`config.mk`:
```
export PLATFORM = sky130hd
export DESIGN_NAME = alu_issue_decoder_flat
export DESIGN_NICKNAME = d
export VERILOG_FILES = /design/src/rtl/alu_pkg.sv /design/src/rtl/alu_issue_decoder_if.sv /design/src/rtl/instr_field_decode.sv /design/src/rtl/alu_issue_decoder.sv /design/src/flat_wrapper.sv
export SDC_FILE = /design/constraint.sdc
export NUM_CORES = 1
export LEC_CHECK = 0
export ABC_AREA = 1
export BUFFER_PORTS_ARGS = -buffer_cell sky130_fd_sc_hd__buf_4
export CAP_MARGIN = 0
export CORE_MARGIN = 3
export CORE_UTILIZATION = 47
export CTS_CLUSTER_SIZE = 30
export DETAILED_ROUTE_END_ITERATION = 10
export PLACE_DENSITY = 0.68
export SETUP_SLACK_MARGIN = 0.05
export SLEW_MARGIN = 10
export SYNTH_ARGS = -nofsm -noshare
export SYNTH_HDL_FRONTEND = slang
export SYNTH_SLANG_ARGS = --single-unit
```
`constraint.sdc`:
```
create_clock -name clk -period 1.9 [get_ports clk]
set_clock_uncertainty 0.15 [all_clocks]
set_input_delay 0.19 -clock clk [delete_from_list [all_inputs] [get_ports clk]]
set_output_delay 0.19 -clock clk [all_outputs]
set_load 0.03 [all_outputs]
```
`src/rtl/alu_pkg.sv`:
```
// Shared definitions for the ALU issue decoder: RV32I opcodes, ALU operation
// codes, skid-buffer states and the decoded issue bundle.
package alu_pkg;

  localparam logic [6:0] OPC_LUI    = 7'b0110111;
  localparam logic [6:0] OPC_JALR   = 7'b1100111;
  localparam logic [6:0] OPC_BRANCH = 7'b1100011;
  localparam logic [6:0] OPC_LOAD   = 7'b0000011;
  localparam logic [6:0] OPC_STORE  = 7'b0100011;
  localparam logic [6:0] OPC_OP_IMM = 7'b0010011;
  localparam logic [6:0] OPC_OP     = 7'b0110011;

  localparam logic [6:0] F7_BASE = 7'b0000000;
  localparam logic [6:0] F7_ALT  = 7'b0100000;

  typedef enum logic [3:0] {
    ALU_AND  = 4'b0000, ALU_OR   = 4'b0001, ALU_XOR  = 4'b0010, ALU_ADD  = 4'b0011,
    ALU_SUB  = 4'b0100, ALU_SRL  = 4'b0101, ALU_SRA  = 4'b0110, ALU_SLL  = 4'b0111,
    ALU_BEQ  = 4'b1000, ALU_BNE  = 4'b1001, ALU_SLT  = 4'b1010, ALU_BGE  = 4'b1011,
    ALU_JALR = 4'b1100, ALU_LUI  = 4'b1101, ALU_SLTU = 4'b1110, ALU_BGEU = 4'b1111
  } alu_op_e;

  typedef enum logic [1:0] {
    BUF_EMPTY = 2'b00,
    BUF_ONE   = 2'b01,
    BUF_FULL  = 2'b10
  } buf_state_e;

  typedef struct packed {
    alu_op_e     op;
    logic        is_imm;
    logic [31:0] imm;
    logic [4:0]  rs1;
    logic [4:0]  rs2;
    logic [4:0]  rd;
    logic        reg_write;
    logic        illegal;
  } issue_bundle_t;

  function automatic logic [31:0] sext12(input logic [11:0] v);
    return {{20{v[11]}}, v};
  endfunction

endpackage

```
`src/rtl/alu_issue_decoder_if.sv`:
```
// Handshake and decoded-bundle signals between the instruction source, the
// issue decoder (slave) and the downstream ALU stage.
interface alu_issue_decoder_if #(
  parameter int DATA_WIDTH    = 32,
  parameter int OPCODE_LENGTH = 4
);
  logic                     in_valid;
  logic [31:0]              in_instr;
  logic                     in_ready;
  logic                     out_valid;
  logic                     out_ready;
  logic [OPCODE_LENGTH-1:0] Operation;
  logic                     isImmediate;
  logic [DATA_WIDTH-1:0]    imm;
  logic [4:0]               rs1;
  logic [4:0]               rs2;
  logic [4:0]               rd;
  logic                     reg_write;
  logic                     illegal;
  logic [15:0]              illegal_count;

  modport master (
    output in_valid, in_instr, out_ready,
    input  in_ready, out_valid, Operation, isImmediate, imm, rs1, rs2, rd,
           reg_write, illegal, illegal_count
  );

  modport slave (
    input  in_valid, in_instr, out_ready,
    output in_ready, out_valid, Operation, isImmediate, imm, rs1, rs2, rd,
           reg_write, illegal, illegal_count
  );
endinterface

```
`src/rtl/instr_field_decode.sv`:
```
// Purely combinational RV32I field decode into an ALU issue bundle; anything
// outside the supported subset becomes an illegal bundle.
module instr_field_decode
  import alu_pkg::*;
(
  input  logic [31:0]   instr,
  output issue_bundle_t bundle
);

  logic [6:0]  opcode;
  logic [2:0]  funct3;
  logic [6:0]  funct7;
  logic [31:0] imm_i, imm_st, imm_b, imm_u, imm_sh;
  logic        legal_s;
  alu_op_e     op_s;
  logic        is_imm_s;
  logic [31:0] imm_s;
  logic        writes_rd_s;

  assign opcode = instr[6:0];
  assign funct3 = instr[14:12];
  assign funct7 = instr[31:25];
  assign imm_i  = sext12(instr[31:20]);
  assign imm_st = sext12({instr[31:25], instr[11:7]});
  assign imm_b  = {{19{instr[31]}}, instr[31], instr[7], instr[30:25], instr[11:8], 1'b0};
  assign imm_u  = {instr[31:12], 12'b0};
  assign imm_sh = {27'b0, instr[24:20]};

  // Opcode/funct classification, then illegal and rd==x0 squashing.
  always_comb begin
    legal_s     = 1'b1;
    op_s        = ALU_AND;
    is_imm_s    = 1'b0;
    imm_s       = 32'd0;
    writes_rd_s = 1'b1;
    case (opcode)
      OPC_LUI: begin
        op_s  = ALU_LUI;
        imm_s = imm_u;
      end
      OPC_JALR: begin
        op_s     = ALU_JALR;
        is_imm_s = 1'b1;
        imm_s    = imm_i;
        legal_s  = (funct3 == 3'b000);
      end
      OPC_LOAD: begin
        op_s     = ALU_ADD;
        is_imm_s = 1'b1;
        imm_s    = imm_i;
        legal_s  = (funct3 == 3'b010);
      end
      OPC_STORE: begin
        op_s        = ALU_ADD;
        is_imm_s    = 1'b1;
        imm_s       = imm_st;
        writes_rd_s = 1'b0;
        legal_s     = (funct3 == 3'b010);
      end
      OPC_BRANCH: begin
        imm_s       = imm_b;
        writes_rd_s = 1'b0;
        case (funct3)
          3'b000:  op_s = ALU_BEQ;
          3'b001:  op_s = ALU_BNE;
          3'b100:  op_s = ALU_SLT;
          3'b101:  op_s = ALU_BGE;
          3'b110:  op_s = ALU_SLTU;
          3'b111:  op_s = ALU_BGEU;
          default: legal_s = 1'b0;
        endcase
      end
      OPC_OP_IMM: begin
        is_imm_s = 1'b1;
        imm_s    = imm_i;
        case (funct3)
          3'b000: op_s = ALU_ADD;
          3'b010: op_s = ALU_SLT;
          3'b011: op_s = ALU_SLTU;
          3'b100: op_s = ALU_XOR;
          3'b110: op_s = ALU_OR;
          3'b111: op_s = ALU_AND;
          3'b001: begin
            op_s    = ALU_SLL;
            imm_s   = imm_sh;
            legal_s = (funct7 == F7_BASE);
          end
          3'b101: begin
            imm_s = imm_sh;
            if (funct7 == F7_BASE) begin
              op_s = ALU_SRL;
            end else if (funct7 == F7_ALT) begin
              op_s = ALU_SRA;
            end else begin
              legal_s = 1'b0;
            end
          end
          default: legal_s = 1'b0;
        endcase
      end
      OPC_OP: begin
        case ({funct7, funct3})
          {F7_BASE, 3'b000}: op_s = ALU_ADD;
          {F7_ALT,  3'b000}: op_s = ALU_SUB;
          {F7_BASE, 3'b001}: op_s = ALU_SLL;
          {F7_BASE, 3'b010}: op_s = ALU_SLT;
          {F7_BASE, 3'b011}: op_s = ALU_SLTU;
          {F7_BASE, 3'b100}: op_s = ALU_XOR;
          {F7_BASE, 3'b101}: op_s = ALU_SRL;
          {F7_ALT,  3'b101}: op_s = ALU_SRA;
          {F7_BASE, 3'b110}: op_s = ALU_OR;
          {F7_BASE, 3'b111}: op_s = ALU_AND;
          default:           legal_s = 1'b0;
        endcase
      end
      default: legal_s = 1'b0;
    endcase

    bundle.rs1 = instr[19:15];
    bundle.rs2 = instr[24:20];
    bundle.rd  = instr[11:7];
    if (legal_s) begin
      bundle.op        = op_s;
      bundle.is_imm    = is_imm_s;
      bundle.imm       = imm_s;
      bundle.reg_write = writes_rd_s && (instr[11:7] != 5'd0);
      bundle.illegal   = 1'b0;
    end else begin
      bundle.op        = ALU_AND;
      bundle.is_imm    = 1'b0;
      bundle.imm       = 32'd0;
      bundle.reg_write = 1'b0;
      bundle.illegal   = 1'b1;
    end
  end

endmodule

```
`src/rtl/alu_issue_decoder.sv`:
```
// RV32I ALU issue decoder: combinational field decode feeding a 2-entry skid
// buffer with valid/ready handshakes and a saturating illegal-bundle counter.
module alu_issue_decoder
  import alu_pkg::*;
#(
  parameter int DATA_WIDTH    = 32,
  parameter int OPCODE_LENGTH = 4
) (
  input logic                clk,
  input logic                rst_n,
  alu_issue_decoder_if.slave bus
);

  issue_bundle_t dec_s;
  issue_bundle_t head_q, head_d;
  issue_bundle_t tail_q, tail_d;
  buf_state_e    state_q, state_d;
  logic          in_ready_q, in_ready_d;
  logic [15:0]   illegal_count_q, illegal_count_d;
  logic          out_valid_s, accept_s, deliver_s;

  instr_field_decode u_decode (
    .instr  (bus.in_instr),
    .bundle (dec_s)
  );

  assign out_valid_s = (state_q != BUF_EMPTY);
  assign accept_s    = bus.in_valid && in_ready_q;
  assign deliver_s   = out_valid_s && bus.out_ready;

  // State register: buffer occupancy, entries, ready flag and counter.
  always_ff @(posedge clk) begin
    if (!rst_n) begin
      state_q         <= BUF_EMPTY;
      head_q          <= '0;
      tail_q          <= '0;
      in_ready_q      <= 1'b1;
      illegal_count_q <= 16'd0;
    end else begin
      state_q         <= state_d;
      head_q          <= head_d;
      tail_q          <= tail_d;
      in_ready_q      <= in_ready_d;
      illegal_count_q <= illegal_count_d;
    end
  end

  // Next-state: head is always the oldest entry; tail only fills when head stalls.
  always_comb begin
    state_d         = state_q;
    head_d          = head_q;
    tail_d          = tail_q;
    illegal_count_d = illegal_count_q;
    case (state_q)
      BUF_EMPTY: begin
        if (accept_s) begin
          state_d = BUF_ONE;
          head_d  = dec_s;
        end else begin
          state_d = BUF_EMPTY;
        end
      end
      BUF_ONE: begin
        if (accept_s && deliver_s) begin
          head_d = dec_s;
        end else if (accept_s) begin
          state_d = BUF_FULL;
          tail_d  = dec_s;
        end else if (deliver_s) begin
          state_d = BUF_EMPTY;
        end else begin
          state_d = BUF_ONE;
        end
      end
      BUF_FULL: begin
        if (deliver_s) begin
          state_d = BUF_ONE;
          head_d  = tail_q;
        end else begin
          state_d = BUF_FULL;
        end
      end
      default: state_d = BUF_EMPTY;
    endcase

    if (deliver_s && head_q.illegal && (illegal_count_q != 16'hFFFF)) begin
      illegal_count_d = illegal_count_q + 16'd1;
    end else begin
      illegal_count_d = illegal_count_q;
    end
    in_ready_d = (state_d != BUF_FULL);
  end

  // Outputs: everything comes straight from flops.
  always_comb begin
    bus.in_ready      = in_ready_q;
    bus.out_valid     = out_valid_s;
    bus.Operation     = OPCODE_LENGTH'(head_q.op);
    bus.isImmediate   = head_q.is_imm;
    bus.imm           = DATA_WIDTH'($signed(head_q.imm));
    bus.rs1           = head_q.rs1;
    bus.rs2           = head_q.rs2;
    bus.rd            = head_q.rd;
    bus.reg_write     = head_q.reg_write;
    bus.illegal       = head_q.illegal;
    bus.illegal_count = illegal_count_q;
  end

endmodule

```
`src/flat_wrapper.sv`:
```
// flat-port wrapper written by rule: the top's interface ports become plain ports
module alu_issue_decoder_flat import alu_pkg::*;
#(
  parameter int DATA_WIDTH    = 32,
  parameter int OPCODE_LENGTH = 4
)
  (clk, rst_n, bus_in_valid, bus_in_instr, bus_out_ready, bus_in_ready, bus_out_valid, bus_Operation, bus_isImmediate, bus_imm, bus_rs1, bus_rs2, bus_rd, bus_reg_write, bus_illegal, bus_illegal_count);
  alu_issue_decoder_if #(.DATA_WIDTH(DATA_WIDTH), .OPCODE_LENGTH(OPCODE_LENGTH)) bus_i ();
  input logic clk;
  input logic rst_n;
  input wire logic [$bits(bus_i.in_valid)-1:0] bus_in_valid;
  input wire logic [$bits(bus_i.in_instr)-1:0] bus_in_instr;
  input wire logic [$bits(bus_i.out_ready)-1:0] bus_out_ready;
  output wire logic [$bits(bus_i.in_ready)-1:0] bus_in_ready;
  output wire logic [$bits(bus_i.out_valid)-1:0] bus_out_valid;
  output wire logic [$bits(bus_i.Operation)-1:0] bus_Operation;
  output wire logic [$bits(bus_i.isImmediate)-1:0] bus_isImmediate;
  output wire logic [$bits(bus_i.imm)-1:0] bus_imm;
  output wire logic [$bits(bus_i.rs1)-1:0] bus_rs1;
  output wire logic [$bits(bus_i.rs2)-1:0] bus_rs2;
  output wire logic [$bits(bus_i.rd)-1:0] bus_rd;
  output wire logic [$bits(bus_i.reg_write)-1:0] bus_reg_write;
  output wire logic [$bits(bus_i.illegal)-1:0] bus_illegal;
  output wire logic [$bits(bus_i.illegal_count)-1:0] bus_illegal_count;
  assign bus_i.in_valid = bus_in_valid;
  assign bus_i.in_instr = bus_in_instr;
  assign bus_i.out_ready = bus_out_ready;
  assign bus_in_ready = bus_i.in_ready;
  assign bus_out_valid = bus_i.out_valid;
  assign bus_Operation = bus_i.Operation;
  assign bus_isImmediate = bus_i.isImmediate;
  assign bus_imm = bus_i.imm;
  assign bus_rs1 = bus_i.rs1;
  assign bus_rs2 = bus_i.rs2;
  assign bus_rd = bus_i.rd;
  assign bus_reg_write = bus_i.reg_write;
  assign bus_illegal = bus_i.illegal;
  assign bus_illegal_count = bus_i.illegal_count;
  alu_issue_decoder #(.DATA_WIDTH(DATA_WIDTH), .OPCODE_LENGTH(OPCODE_LENGTH)) u_core (.clk(clk), .rst_n(rst_n), .bus(bus_i));
endmodule
```
==> impl_metrics.prom, run 1 <==
# TYPE chip_impl_metric gauge
chip_impl_metric{name="placement.io_buffers",unit=""} 107
chip_impl_metric{name="drc",unit=""} 0
chip_impl_metric{name="power_per_cell_area",unit="nW/um2"} 810
chip_impl_metric{name="total_power",unit="mW"} 6.85
chip_impl_metric{name="htree_num_levels",unit=""} 4
chip_impl_info{name="yosys.area.top_type",value="dfxtp_1"} 1
chip_impl_metric{name="max_freq",unit="MHz"} 564
chip_impl_metric{name="worst_skew_pair_later_pin_latency",unit="ns"} 0.42
chip_impl_metric{name="final_nets",unit=""} 1128
chip_impl_metric{name="ys_types",unit=""} 42
chip_impl_info{name="worstHoldStart",value="bus_in_instr[28]"} 1
chip_impl_metric{name="drtIter0Drc",unit=""} 507
chip_impl_metric{name="placed_cell_area",unit="um2"} 7670
chip_impl_metric{name="post-route-worst-setup-slack",unit="ns"} 0.127
chip_impl_metric{name="first_global_vias",unit=""} 6054
chip_impl_metric{name="rrSetupSlack",unit="ns"} 0.13
chip_impl_metric{name="yosysWarningCount",unit=""} 0
chip_impl_metric{name="finish.cell_count_without_fillers",unit=""} 1280
chip_impl_metric{name="net_count_after_synthesis",unit=""} 1000
chip_impl_metric{name="gp_routability_congestion",unit=""} 0.845
chip_impl_info{name="rr_startpoint",value="u_core.bus.illegal_count[1]"} 1
chip_impl_metric{name="relSlewSlack",unit=""} 0.740
chip_impl_info{name="startpoint",value="u_core.bus.illegal_count[1]"} 1
chip_impl_metric{name="finalHoldViolations",unit=""} 0
chip_impl_info{name="synth_top_flop_cell",value="dfxtp_1"} 1
chip_impl_info{name="status",value="complete, no violations"} 1
chip_impl_metric{name="worst_hold_slack",unit="ns"} 0.0157
chip_impl_metric{name="grt_antenna_before_repair",unit=""} 0
chip_impl_metric{name="yosys.area.top_type_share",unit=""} 0.383
chip_impl_metric{name="grt_pass1_wl",unit="mm"} 29.9
chip_impl_metric{name="initial_core_util",unit=""} 0.491
chip_impl_metric{name="die_height",unit="um"} 125
chip_impl_info{name="critical_path.startpoint_type",value="register"} 1
chip_impl_info{name="critPathKind",value="register to register"} 1
chip_impl_metric{name="netlist_area",unit="um2"} 6630
chip_impl_metric{name="numClockSinks",unit=""} 127
chip_impl_metric{name="grt_usage",unit=""} 0.233
chip_impl_info{name="cts_root_buffer",value="clkbuf_16"} 1
chip_impl_metric{name="largest_vdd_supply_drop",unit="mV"} 0.661
chip_impl_metric{name="drive_gt1_frac",unit=""} 0.264
chip_impl_metric{name="overflow",unit=""} 0
chip_impl_metric{name="layout.cell_area.non_filler",unit="um2"} 8460
chip_impl_metric{name="clkSlewWorstSetupHoldPaths",unit="ns"} 0.06
chip_impl_metric{name="avgRoutedWirePerCell",unit="um"} 14.3
chip_impl_metric{name="core.rowCount",unit=""} 42
chip_impl_metric{name="syn_area_per_cell",unit="um2"} 6.89
chip_impl_metric{name="synthCells",unit=""} 963
chip_impl_info{name="crit-reg2reg-capture",value="u_core.bus.illegal_count[11]"} 1
chip_impl_info{name="tritoncts",value="done"} 1
chip_impl_metric{name="drtPass1Iterations",unit=""} 5
chip_impl_metric{name="path_max_fanout",unit=""} 4
chip_impl_metric{name="insertedDiodeCount",unit=""} 0
chip_impl_metric{name="area_growth_syn_to_layout",unit="%"} 27.5
chip_impl_info{name="hold_path_class",value="primary input to register"} 1
chip_impl_metric{name="route.detailed.vias_per_inst",unit=""} 5.17
chip_impl_metric{name="ys_async_sr_fraction",unit=""} 0
chip_impl_metric{name="clock_path_buffers",unit=""} 2
chip_impl_metric{name="timing.final.crit_share",unit=""} 0.933
chip_impl_metric{name="routed_wl",unit="mm"} 18.4
chip_impl_metric{name="routed-via-count",unit=""} 6620
chip_impl_metric{name="cp.required",unit="ns"} 2.06
chip_impl_metric{name="ios",unit=""} 108
chip_impl_metric{name="worst_slew_pin_slew",unit="ns"} 0.385
chip_impl_metric{name="cts_setup_buffers",unit=""} 0
chip_impl_metric{name="critical_path_arrival",unit="ns"} 1.93
chip_impl_metric{name="yosys_register_bits",unit=""} 127
chip_impl_metric{name="cts-buffers-inserted",unit=""} 17
chip_impl_metric{name="share_of_the_yosys_chip_area_belonging_to_registers",unit=""} 0.383
chip_impl_metric{name="die_area",unit="um2"} 15600
chip_impl_info{name="critical_path.endpoint_type",value="register"} 1
chip_impl_metric{name="max_cap_viol_count",unit=""} 0
chip_impl_info{name="rsz0062_at_grt",value="true"} 1
chip_impl_metric{name="pin_count_of_the_biggest_net_entering_global_routing",unit=""} 101
chip_impl_metric{name="synth_edf_count",unit=""} 0
chip_impl_metric{name="dp_slack",unit="ns"} -0.240
chip_impl_metric{name="worst_r2r_path_depth",unit=""} 10
chip_impl_info{name="hold_end",value="u_core.tail_q[25]"} 1
chip_impl_metric{name="holdPathStages",unit=""} 5
chip_impl_metric{name="die_span_x",unit="um"} 125
chip_impl_metric{name="power.leakage",unit="nW"} 3.91
chip_impl_metric{name="placed_cells_incl_taps",unit=""} 1231
chip_impl_metric{name="max_slew_violations",unit=""} 0
chip_impl_metric{name="core_area",unit="um2"} 13500
chip_impl_metric{name="detail-route-antenna-nets",unit=""} 0
chip_impl_info{name="synth.top_cells.by_area",value="dfxtp_1 38%, nand2_1 14%, o21ai_0 6.4%"} 1
chip_impl_metric{name="placed_wire_length_estimate",unit="mm"} 12.6
chip_impl_metric{name="min_period",unit="ns"} 1.77
chip_impl_metric{name="setup_viol_count_final",unit=""} 0
final cells by class:
class / instances / area [um2]
Clock buffer: 19 / 433
Inverter: 68 / 255
Timing Repair Buffer: 169 / 1370
Clock inverter: 13 / 163
Fill cell: 1265 / 5050
Multi-Input combinational cell: 708 / 3470
Tap cell: 176 / 220
Sequential cell: 127 / 2550
Yosys cell counts, types with 2 or more instances:
cell and instances:
a21oi_1 84, a21oi_2 26, a31oi_1 21, buf_1 2
buf_12 2, buf_2 9, buf_6 4, buf_8 2
clkbuf_1 33, clkbuf_8 5, dfxtp_1 127, dlymetal6s2s_1 2
inv_1 60, inv_2 7, nand2_1 244, nand2_2 44
nand2_4 2, nand3_1 23, nand3b_1 3, nand4_1 26
nor2_1 109, nor2_2 7, nor2_4 6, nor3_1 9
nor4_1 2, o2111ai_1 2, o21ai_0 85, o22ai_1 2
xor2_1 2
timing repair:
item	4_1_cts	5_1_grt
hold buffers	17	0
hold endpoints to repair	36	0
endpoints found under the setup margin	0	10
resized for setup	0	7
registers in the layout, summed over array words and instances (netlist names):
register / count
u_core.bus.illegal_count: 16
u_core.bus.illegal: 1
u_core.bus.rs1: 5
u_core.bus.reg_write: 1
u_core.bus.in_ready: 1
u_core.bus.imm: 32
u_core.tail_q: 54
u_core.bus.rs2: 5
u_core.state_q: 2
u_core.bus.Operation: 4
u_core.bus.isImmediate: 1
u_core.bus.rd: 5
routing by layer:
metal,track usage,wire length (um),vias up
met5,0,0,-
met4,0.0832,464,0
met3,0.0502,1010,33
met2,0.365,8360,188
met1,0.316,8540,2991
li1,-,-,3408
logic make-up after synthesis:
group / count (synthesis) / share of synthesized area
AND/OR/NAND/NOR: 479 / 0.321
buffers and inverters: 128 / 0.0977
XOR/XNOR: 2 / 0.00264
AO/OA/AOI/OAI: 226 / 0.193
flip-flops: 127 / 0.383
adder cells (fa/ha/maj): 1 / 0.00189
per-stage QoR:
stage               utilization  setup TNS, ns
floorplan                     -              0
global placement          0.568          -4.32
detailed placement        0.568          -5.36
CTS                       0.625              0
global route              0.626              0
finish                    0.626              0
placed cells by master, fill, tap and decap left out, drive strengths merged:
| cell type | Yosys | layout |
|---|---|---|
| bufinv | 0 | 3 |
| nand3b | 3 | 3 |
| dlygate4sd3 | 0 | 17 |
| clkbuf | 38 | 19 |
| o21ai | 87 | 87 |
| nand4 | 27 | 27 |
| nor2 | 122 | 122 |
| a31oi | 21 | 21 |
| nor3 | 9 | 9 |
| inv | 67 | 70 |
| xor2 | 2 | 2 |
| nor4 | 2 | 2 |
| ha | 1 | 1 |
| nand2 | 290 | 290 |
| nor3b | 1 | 1 |
| o22ai | 2 | 2 |
| clkinv | 1 | 7 |
| nand3 | 24 | 24 |
| o2111ai | 2 | 2 |
| o31ai | 1 | 1 |
| o21ba | 1 | 1 |
| a21o | 1 | 1 |
| dfxtp | 127 | 127 |
| buf | 20 | 152 |
| a21oi | 110 | 110 |
| and3 | 1 | 1 |
| o41ai | 1 | 1 |
| clkinvlp | 0 | 1 |
worst max-delay path by stage:
stage | to | cells past startpoint
global placement | u_core.bus.imm[30] | 13
CTS | u_core.bus.illegal_count[12] | 10
global route | u_core.bus.illegal_count[12] | 10
finish | u_core.bus.illegal_count[11] | 10
detailed placement | u_core.bus.imm[26] | 13
floorplan | u_core.bus.illegal_count[12] | 11
critical path, stage by stage, from the launching register on:
cell and delay [ns]:
dfxtp_4 0.36, ha_2 0.22, nand3_2 0.12, nor2_1 0.12
nand3_1 0.07, nand2_1 0.12, nor2_1 0.07, nand4_1 0.09
buf_4 0.12, nor2_1 0.04, o21ba_2 0.19
where the power goes:
part	total (mW)	switching, mW	internal (mW)
Combinational	0.780	0.495	0.284
Clock	3.26	1.20	2.06
Sequential	2.80	0.0484	2.76
Total	6.85	1.74	5.10
Note: power is estimated with default switching activity, not from simulation.
==> run 2: changes to the inputs <==
--- a/config.mk
+++ b/config.mk
@@ -17,4 +17,5 @@
 export SLEW_MARGIN = 10
 export SYNTH_ARGS = -nofsm -noshare
 export SYNTH_HDL_FRONTEND = slang
+export SYNTH_HIERARCHICAL = 1
 export SYNTH_SLANG_ARGS = --single-unit
==> run 2 against run 1 <==
Against the previous run:
- die area increased by 4.6%
- setup slack better by 0.023 ns
- utilization rose by 1.7 points
- sequential cell count unchanged
- sequential share of layout area is 2.2 points lower
- critical path type unchanged
- register-to-register slack gained 0.02 ns
==> impl_metrics.prom, run 2 <==
# TYPE chip_impl_metric gauge
chip_impl_info{name="status",value="complete, no violations"} 1
chip_impl_metric{name="cts-buffers-inserted",unit=""} 17
chip_impl_metric{name="numClockSinks",unit=""} 127
chip_impl_info{name="critical_path.slowest_cell",value="dfxtp_1"} 1
chip_impl_info{name="critical_path.startpoint_type",value="register"} 1
chip_impl_metric{name="grt_usage",unit=""} 0.227
chip_impl_metric{name="drtPass1Iterations",unit=""} 5
chip_impl_metric{name="ys_async_sr_fraction",unit=""} 0
chip_impl_metric{name="total_power",unit="mW"} 7.32
chip_impl_metric{name="placed_wire_length_estimate",unit="mm"} 12.9
chip_impl_metric{name="power.leakage",unit="nW"} 3.86
chip_impl_metric{name="clock_path_buffers",unit=""} 2
chip_impl_metric{name="core.rowCount",unit=""} 43
chip_impl_metric{name="finalHoldViolations",unit=""} 0
chip_impl_info{name="rr_startpoint",value="u_core/state_q[1]"} 1
chip_impl_metric{name="route.detailed.vias_per_inst",unit=""} 5.00
chip_impl_metric{name="share_of_the_yosys_chip_area_belonging_to_registers",unit=""} 0.366
chip_impl_metric{name="core_area",unit="um2"} 14100
chip_impl_metric{name="synth_edf_count",unit=""} 0
chip_impl_metric{name="yosys_register_bits",unit=""} 127
chip_impl_metric{name="pin_count_of_the_biggest_net_entering_global_routing",unit=""} 55
chip_impl_metric{name="first_global_vias",unit=""} 6323
chip_impl_metric{name="die_span_x",unit="um"} 128
chip_impl_info{name="critPathKind",value="register to register"} 1
chip_impl_info{name="cts_root_buffer",value="clkbuf_16"} 1
chip_impl_info{name="mostFrequentLayoutCell",value="nand2_1"} 1
chip_impl_info{name="tritoncts",value="done"} 1
chip_impl_info{name="rsz0062_at_grt",value="true"} 1
chip_impl_info{name="mostFrequentLayoutCells",value="173 x nand2_1, 171 x buf_4, 157 x inv_1, 140 x a21oi_1, 127 x dfxtp_1"} 1
chip_impl_metric{name="yosys.area.top_type_share",unit=""} 0.366
chip_impl_metric{name="die_height",unit="um"} 128
chip_impl_info{name="synth.top_cells.by_area",value="dfxtp_1 37%, a21oi_1 10%, nand2_1 9.4%"} 1
chip_impl_metric{name="placement.io_buffers",unit=""} 107
chip_impl_info{name="path_cells",value="nor2_2 -> o211ai_4 -> buf_12 -> buf_12 -> o21ai_1 -> a21oi_1"} 1
chip_impl_metric{name="worst_skew_pair_later_pin_latency",unit="ns"} 0.42
chip_impl_metric{name="largest_register_ff_count",unit=""} 54
chip_impl_metric{name="yosysWarningCount",unit=""} 6
chip_impl_metric{name="drtIter0Drc",unit=""} 501
chip_impl_metric{name="routed_wl",unit="mm"} 18.4
chip_impl_metric{name="placed_cells_incl_taps",unit=""} 1346
chip_impl_info{name="yosys.area.top_type",value="dfxtp_1"} 1
chip_impl_metric{name="largest_vdd_supply_drop",unit="mV"} 0.651
chip_impl_metric{name="routed-via-count",unit=""} 6978
chip_impl_info{name="critical_path.endpoint_type",value="register"} 1
chip_impl_metric{name="initial_core_util",unit=""} 0.491
chip_impl_metric{name="final_nets",unit=""} 1239
chip_impl_metric{name="htree_num_levels",unit=""} 4
chip_impl_metric{name="finish.cell_count_without_fillers",unit=""} 1395
chip_impl_info{name="post-synth-top-count-cell",value="nand2_1"} 1
chip_impl_metric{name="synthCells",unit=""} 1055
chip_impl_metric{name="cts_setup_buffers",unit=""} 0
chip_impl_metric{name="timing.final.crit_share",unit=""} 0.921
chip_impl_metric{name="syn_area_per_cell",unit="um2"} 6.59
chip_impl_metric{name="setup_viol_count_final",unit=""} 0
chip_impl_metric{name="avgRoutedWirePerCell",unit="um"} 13.2
chip_impl_metric{name="worst_slew_pin_slew",unit="ns"} 0.396
chip_impl_metric{name="overflow",unit=""} 0
chip_impl_metric{name="dp_slack",unit="ns"} -0.346
chip_impl_metric{name="max_slew_violations",unit=""} 0
chip_impl_info{name="largest_register",value="u_core/tail_q"} 1
chip_impl_metric{name="rrSetupSlack",unit="ns"} 0.15
chip_impl_metric{name="grt_antenna_before_repair",unit=""} 0
chip_impl_metric{name="ys_types",unit=""} 34
chip_impl_metric{name="min_period",unit="ns"} 1.75
chip_impl_metric{name="post-route-worst-setup-slack",unit="ns"} 0.149
chip_impl_metric{name="power_per_cell_area",unit="nW/um2"} 803
chip_impl_metric{name="slowest_delay",unit="ns"} 0.47
chip_impl_metric{name="drc",unit=""} 0
chip_impl_info{name="synth_top_cells_by_count",value="174 x nand2_1, 159 x inv_1, 144 x a21oi_1"} 1
chip_impl_metric{name="max_cap_viol_count",unit=""} 0
chip_impl_metric{name="relSlewSlack",unit=""} 0.736
chip_impl_metric{name="drive_gt1_frac",unit=""} 0.239
chip_impl_metric{name="area_growth_syn_to_layout",unit="%"} 31.0
chip_impl_info{name="worstHoldStart",value="bus_in_instr[8]"} 1
chip_impl_metric{name="grt_pass1_wl",unit="mm"} 30.3
chip_impl_metric{name="die_area",unit="um2"} 16300
chip_impl_metric{name="max_freq",unit="MHz"} 571
chip_impl_info{name="startpoint",value="u_core/state_q[1]"} 1
chip_impl_info{name="synth_top_flop_cell",value="dfxtp_1"} 1
chip_impl_info{name="hold_path_class",value="primary input to register"} 1
chip_impl_metric{name="net_count_after_synthesis",unit=""} 1092
chip_impl_metric{name="insertedDiodeCount",unit=""} 0
chip_impl_metric{name="path_max_fanout",unit=""} 43
chip_impl_metric{name="critical_path_arrival",unit="ns"} 1.94
chip_impl_metric{name="detail-route-antenna-nets",unit=""} 0
chip_impl_metric{name="cp.required",unit="ns"} 2.09
chip_impl_metric{name="ios",unit=""} 108
chip_impl_metric{name="netlist_area",unit="um2"} 6950
chip_impl_metric{name="gp_routability_congestion",unit=""} 0.907
chip_impl_info{name="cp_common_cell",value="buf_12"} 1
chip_impl_metric{name="clkSlewWorstSetupHoldPaths",unit="ns"} 0.06
[run 2: worst max-delay path: cells and delay by family, from the launching register on]
kind	cells	cell delay, ns
DFF	1	0.47
buffers and inverters	2	0.47
and+or+nand+nor	1	0.13
AOI/OAI and AO/OA	3	0.45
[run 2: routing by layer]
| layer | up-vias | track usage | wire length [um] |
|---|---|---|---|
| li1 | 3669 | - | - |
| met1 | 3127 | 0.315 | 8720 |
| met2 | 167 | 0.358 | 8450 |
| met3 | 15 | 0.0460 | 1030 |
| met4 | 0 | 0.0674 | 191 |
| met5 | - | 0 | 0 |
[run 2: power breakdown]
part           switching [mW]  internal (mW)
registers              0.0723           2.81
clock network            1.19           2.16
logic                   0.662          0.424
[run 2: cell type report]
class	instances	area [um2]
fillers	1306	5040
multi-input cells	679	3370
flip-flops and latches	127	2540
repair buffers	202	1700
inverters	175	661
clock buffers	22	474
well taps	180	225
clock inverters	10	134
[run 2: cell families after synthesis]
family / share of synthesized area
flops: 0.366
buf+inv: 0.156
simple gates: 0.207
xor+xnor: 0.00756
fa+ha+maj: 0.00180
compound gates: 0.262
[run 2: timing repair]
item                                    CTS  global route
resized for setup                         0            18
endpoints found under the hold margin    19             0
endpoints found under the setup margin    0            64
hold buffers                             17             0
[run 2: final timing paths]
| path | to | depth (start not counted) |
|---|---|---|
| min reg2reg | u_core/bus.imm[28] | 2 |
| max | u_core/bus.imm[16] | 6 |
| max reg2reg | u_core/bus.imm[16] | 6 |
| min | u_core/tail_q[3] | 3 |
[run 2: per-stage QoR]
step	TNS, ns	util	hold WS (ns)	cell area [um2]
after floorplan	0	-	0.132	6950
after global placement	-11.84	0.585	0.282	8280
after detailed placement	-15.85	0.585	0.287	8280
after CTS	0	0.640	0.00329	9050
after global routing	0	0.644	0.0584	9110
final	0	0.644	0.0502	9110
==> run 3: changes to the inputs <==
--- a/config.mk
+++ b/config.mk
@@ -12,7 +12,7 @@
 export CORE_UTILIZATION = 47
 export CTS_CLUSTER_SIZE = 30
 export DETAILED_ROUTE_END_ITERATION = 10
-export PLACE_DENSITY = 0.68
+export PLACE_DENSITY_LB_ADDON = 0.3
 export SETUP_SLACK_MARGIN = 0.05
 export SLEW_MARGIN = 10
 export SYNTH_ARGS = -nofsm -noshare
==> run 3 against run 2 <==
Against the previous run:
- utilization is 0.24 points higher
- register-to-register slack improved by 0.03 ns
- die area did not move
- via count rose by 1.7%
- global-route usage rose by 0.13 points
- sequential share of layout area fell by 0.090 points
- critical path type unchanged
- largest power group unchanged
- highest routed layer unchanged
==> impl_metrics.prom, run 3 (synthesis results as in run 2) <==
# TYPE chip_impl_metric gauge
chip_impl_metric{name="timing.final.crit_share",unit=""} 0.903
chip_impl_metric{name="sequentialPowerShare",unit=""} 0.387
chip_impl_metric{name="route.detailed.vias_per_inst",unit=""} 5.10
chip_impl_metric{name="largest_vdd_supply_drop",unit="mV"} 0.912
chip_impl_metric{name="drive_gt1_frac",unit=""} 0.239
chip_impl_info{name="rsz0062_at_grt",value="true"} 1
chip_impl_metric{name="insertedDiodeCount",unit=""} 0
chip_impl_metric{name="path_max_fanout",unit=""} 25
chip_impl_metric{name="routed_wl",unit="mm"} 18.8
chip_impl_info{name="critical_path.startpoint_type",value="register"} 1
chip_impl_info{name="cts_root_buffer",value="clkbuf_16"} 1
chip_impl_metric{name="clock_path_buffers",unit=""} 2
chip_impl_metric{name="power_frac_clock",unit=""} 0.466
chip_impl_metric{name="routed-via-count",unit=""} 7096
chip_impl_metric{name="detail-route-antenna-nets",unit=""} 0
chip_impl_metric{name="layout.area.seq",unit="um2"} 2540
chip_impl_metric{name="utilization",unit=""} 0.646
chip_impl_metric{name="finalHoldViolations",unit=""} 0
chip_impl_info{name="mostFrequentLayoutCells",value="173 x nand2_1, 170 x buf_4, 157 x inv_1, 141 x a21oi_1, 126 x dfxtp_1"} 1
chip_impl_metric{name="drc",unit=""} 0
chip_impl_metric{name="initial_core_util",unit=""} 0.491
chip_impl_metric{name="comb_power_share",unit=""} 0.147
chip_impl_metric{name="cp.required",unit="ns"} 2.09
chip_impl_metric{name="critical_path_arrival",unit="ns"} 1.91
chip_impl_metric{name="max_slew_violations",unit=""} 0
chip_impl_metric{name="setup_viol_count_final",unit=""} 0
chip_impl_info{name="hold_path_class",value="primary input to register"} 1
chip_impl_metric{name="switching_share",unit=""} 0.258
chip_impl_metric{name="die_height",unit="um"} 128
chip_impl_metric{name="worst_hold_slack",unit="ns"} 0.0217
chip_impl_info{name="critical_path.endpoint_type",value="register"} 1
chip_impl_metric{name="first_global_vias",unit=""} 6247
chip_impl_metric{name="multi_input_area",unit="um2"} 3380
chip_impl_metric{name="worst_skew_pair_later_pin_latency",unit="ns"} 0.41
chip_impl_metric{name="grt_antenna_before_repair",unit=""} 0
chip_impl_metric{name="htree_num_levels",unit=""} 4
chip_impl_metric{name="gp_routability_congestion",unit=""} 0.913
chip_impl_metric{name="netSwitchingPower",unit="mW"} 1.92
chip_impl_metric{name="die_span_x",unit="um"} 128
chip_impl_metric{name="die_area",unit="um2"} 16300
chip_impl_metric{name="worst_slew_pin_slew",unit="ns"} 0.436
chip_impl_metric{name="placed_cells_incl_taps",unit=""} 1342
chip_impl_metric{name="final_nets",unit=""} 1236
chip_impl_metric{name="core_area",unit="um2"} 14100
chip_impl_info{name="status",value="complete, no violations"} 1
chip_impl_metric{name="fillers",unit=""} 1277
chip_impl_metric{name="pin_count_of_the_biggest_net_entering_global_routing",unit=""} 109
chip_impl_metric{name="finish.cell_count_without_fillers",unit=""} 1391
chip_impl_metric{name="grt_pass1_wl",unit="mm"} 30.4
chip_impl_info{name="mostFrequentLayoutCell",value="nand2_1"} 1
chip_impl_info{name="critPathKind",value="register to register"} 1
chip_impl_metric{name="timing.setup.tns",unit="ns"} 0
chip_impl_metric{name="placement.io_buffers",unit=""} 107
chip_impl_metric{name="ios",unit=""} 108
chip_impl_metric{name="max_cap_viol_count",unit=""} 0
chip_impl_info{name="largest_register",value="u_core/tail_q"} 1
chip_impl_metric{name="power_per_cell_area",unit="nW/um2"} 814
chip_impl_metric{name="drtIter0Drc",unit=""} 613
chip_impl_metric{name="clkSlewWorstSetupHoldPaths",unit="ns"} 0.06
chip_impl_metric{name="largest_register_ff_count",unit=""} 54
chip_impl_metric{name="drtPass1Iterations",unit=""} 8
chip_impl_metric{name="grt_usage",unit=""} 0.228
chip_impl_metric{name="numClockSinks",unit=""} 127
chip_impl_metric{name="total_power",unit="mW"} 7.44
chip_impl_metric{name="min_period",unit="ns"} 1.72
chip_impl_metric{name="avgRoutedWirePerCell",unit="um"} 13.5
chip_impl_metric{name="core.rowCount",unit=""} 43
chip_impl_metric{name="p_int",unit="mW"} 5.52
chip_impl_metric{name="area_growth_syn_to_layout",unit="%"} 31.5
chip_impl_metric{name="overflow",unit=""} 0
chip_impl_metric{name="placed_wire_length_estimate",unit="mm"} 12.9
chip_impl_metric{name="cts-buffers-inserted",unit=""} 17
chip_impl_metric{name="relSlewSlack",unit=""} 0.710
chip_impl_metric{name="max_freq",unit="MHz"} 583
chip_impl_metric{name="power.leakage",unit="nW"} 3.86
chip_impl_info{name="tritoncts",value="done"} 1
run 3: path summary, 6_finish.rpt:
| check | start | end | slack [ns] | cells past startpoint |
|---|---|---|---|---|
| worst min register to register | u_core/bus.imm[5] | u_core/bus.imm[5] | 0.29 | 2 |
| worst max register to register | u_core/state_q[1] | u_core/bus.imm[21] | 0.18 | 6 |
| worst min-delay path | bus_in_valid | u_core/state_q[0] | 0.02 | 4 |
| worst max-delay path | u_core/state_q[1] | u_core/bus.imm[21] | 0.18 | 6 |
run 3: final cells by class:
type                       count  area share
timing repair buffer         199       0.186
sequential                   127       0.278
tap                          180      0.0246
clock buffer                  21      0.0515
clock inverter                10      0.0174
inverter                     175      0.0719
multi-input combinational    679       0.370
run 3: per-layer routing:
metal | vias to the layer above | share of wire | track usage
met5 | - | 0 | 0
met4 | 0 | 0.018 | 0.0699
met3 | 25 | 0.053 | 0.0531
met2 | 197 | 0.46 | 0.367
met1 | 3227 | 0.47 | 0.306
li1 | 3647 | - | -
run 3: what timing repair did:
item,CTS,global route
hold buffers,16,0
setup buffers,0,1
setup endpoints to repair,0,55
resized for setup,0,18
hold endpoints to repair,17,0
run 3: power by group through the flow:
stage	Sequential (mW)	Clock, mW	Combinational, mW
after floorplan	3.11	0	0.452
after global placement	2.93	0	1.03
after detailed placement	2.94	0	1.04
after CTS	2.88	3.51	1.07
after global routing	2.90	3.64	1.19
final	2.88	3.47	1.09
run 3: worst max-delay path, cell delays in order, from the launching register on:
cell      delay [ns]
dfxtp_1         0.46
nor2_2          0.13
o211ai_4        0.31
buf_12          0.22
buf_4           0.18
o21ai_1         0.06
a21oi_1         0.12
run 3: per-stage QoR:
stage	cell area, um2	worst slack (ns)
after global placement	8260	-0.254
after CTS	9050	0.114
after global routing	9140	0.0452
after floorplan	6950	0.0652
after detailed placement	8260	-0.307
final	9140	0.184
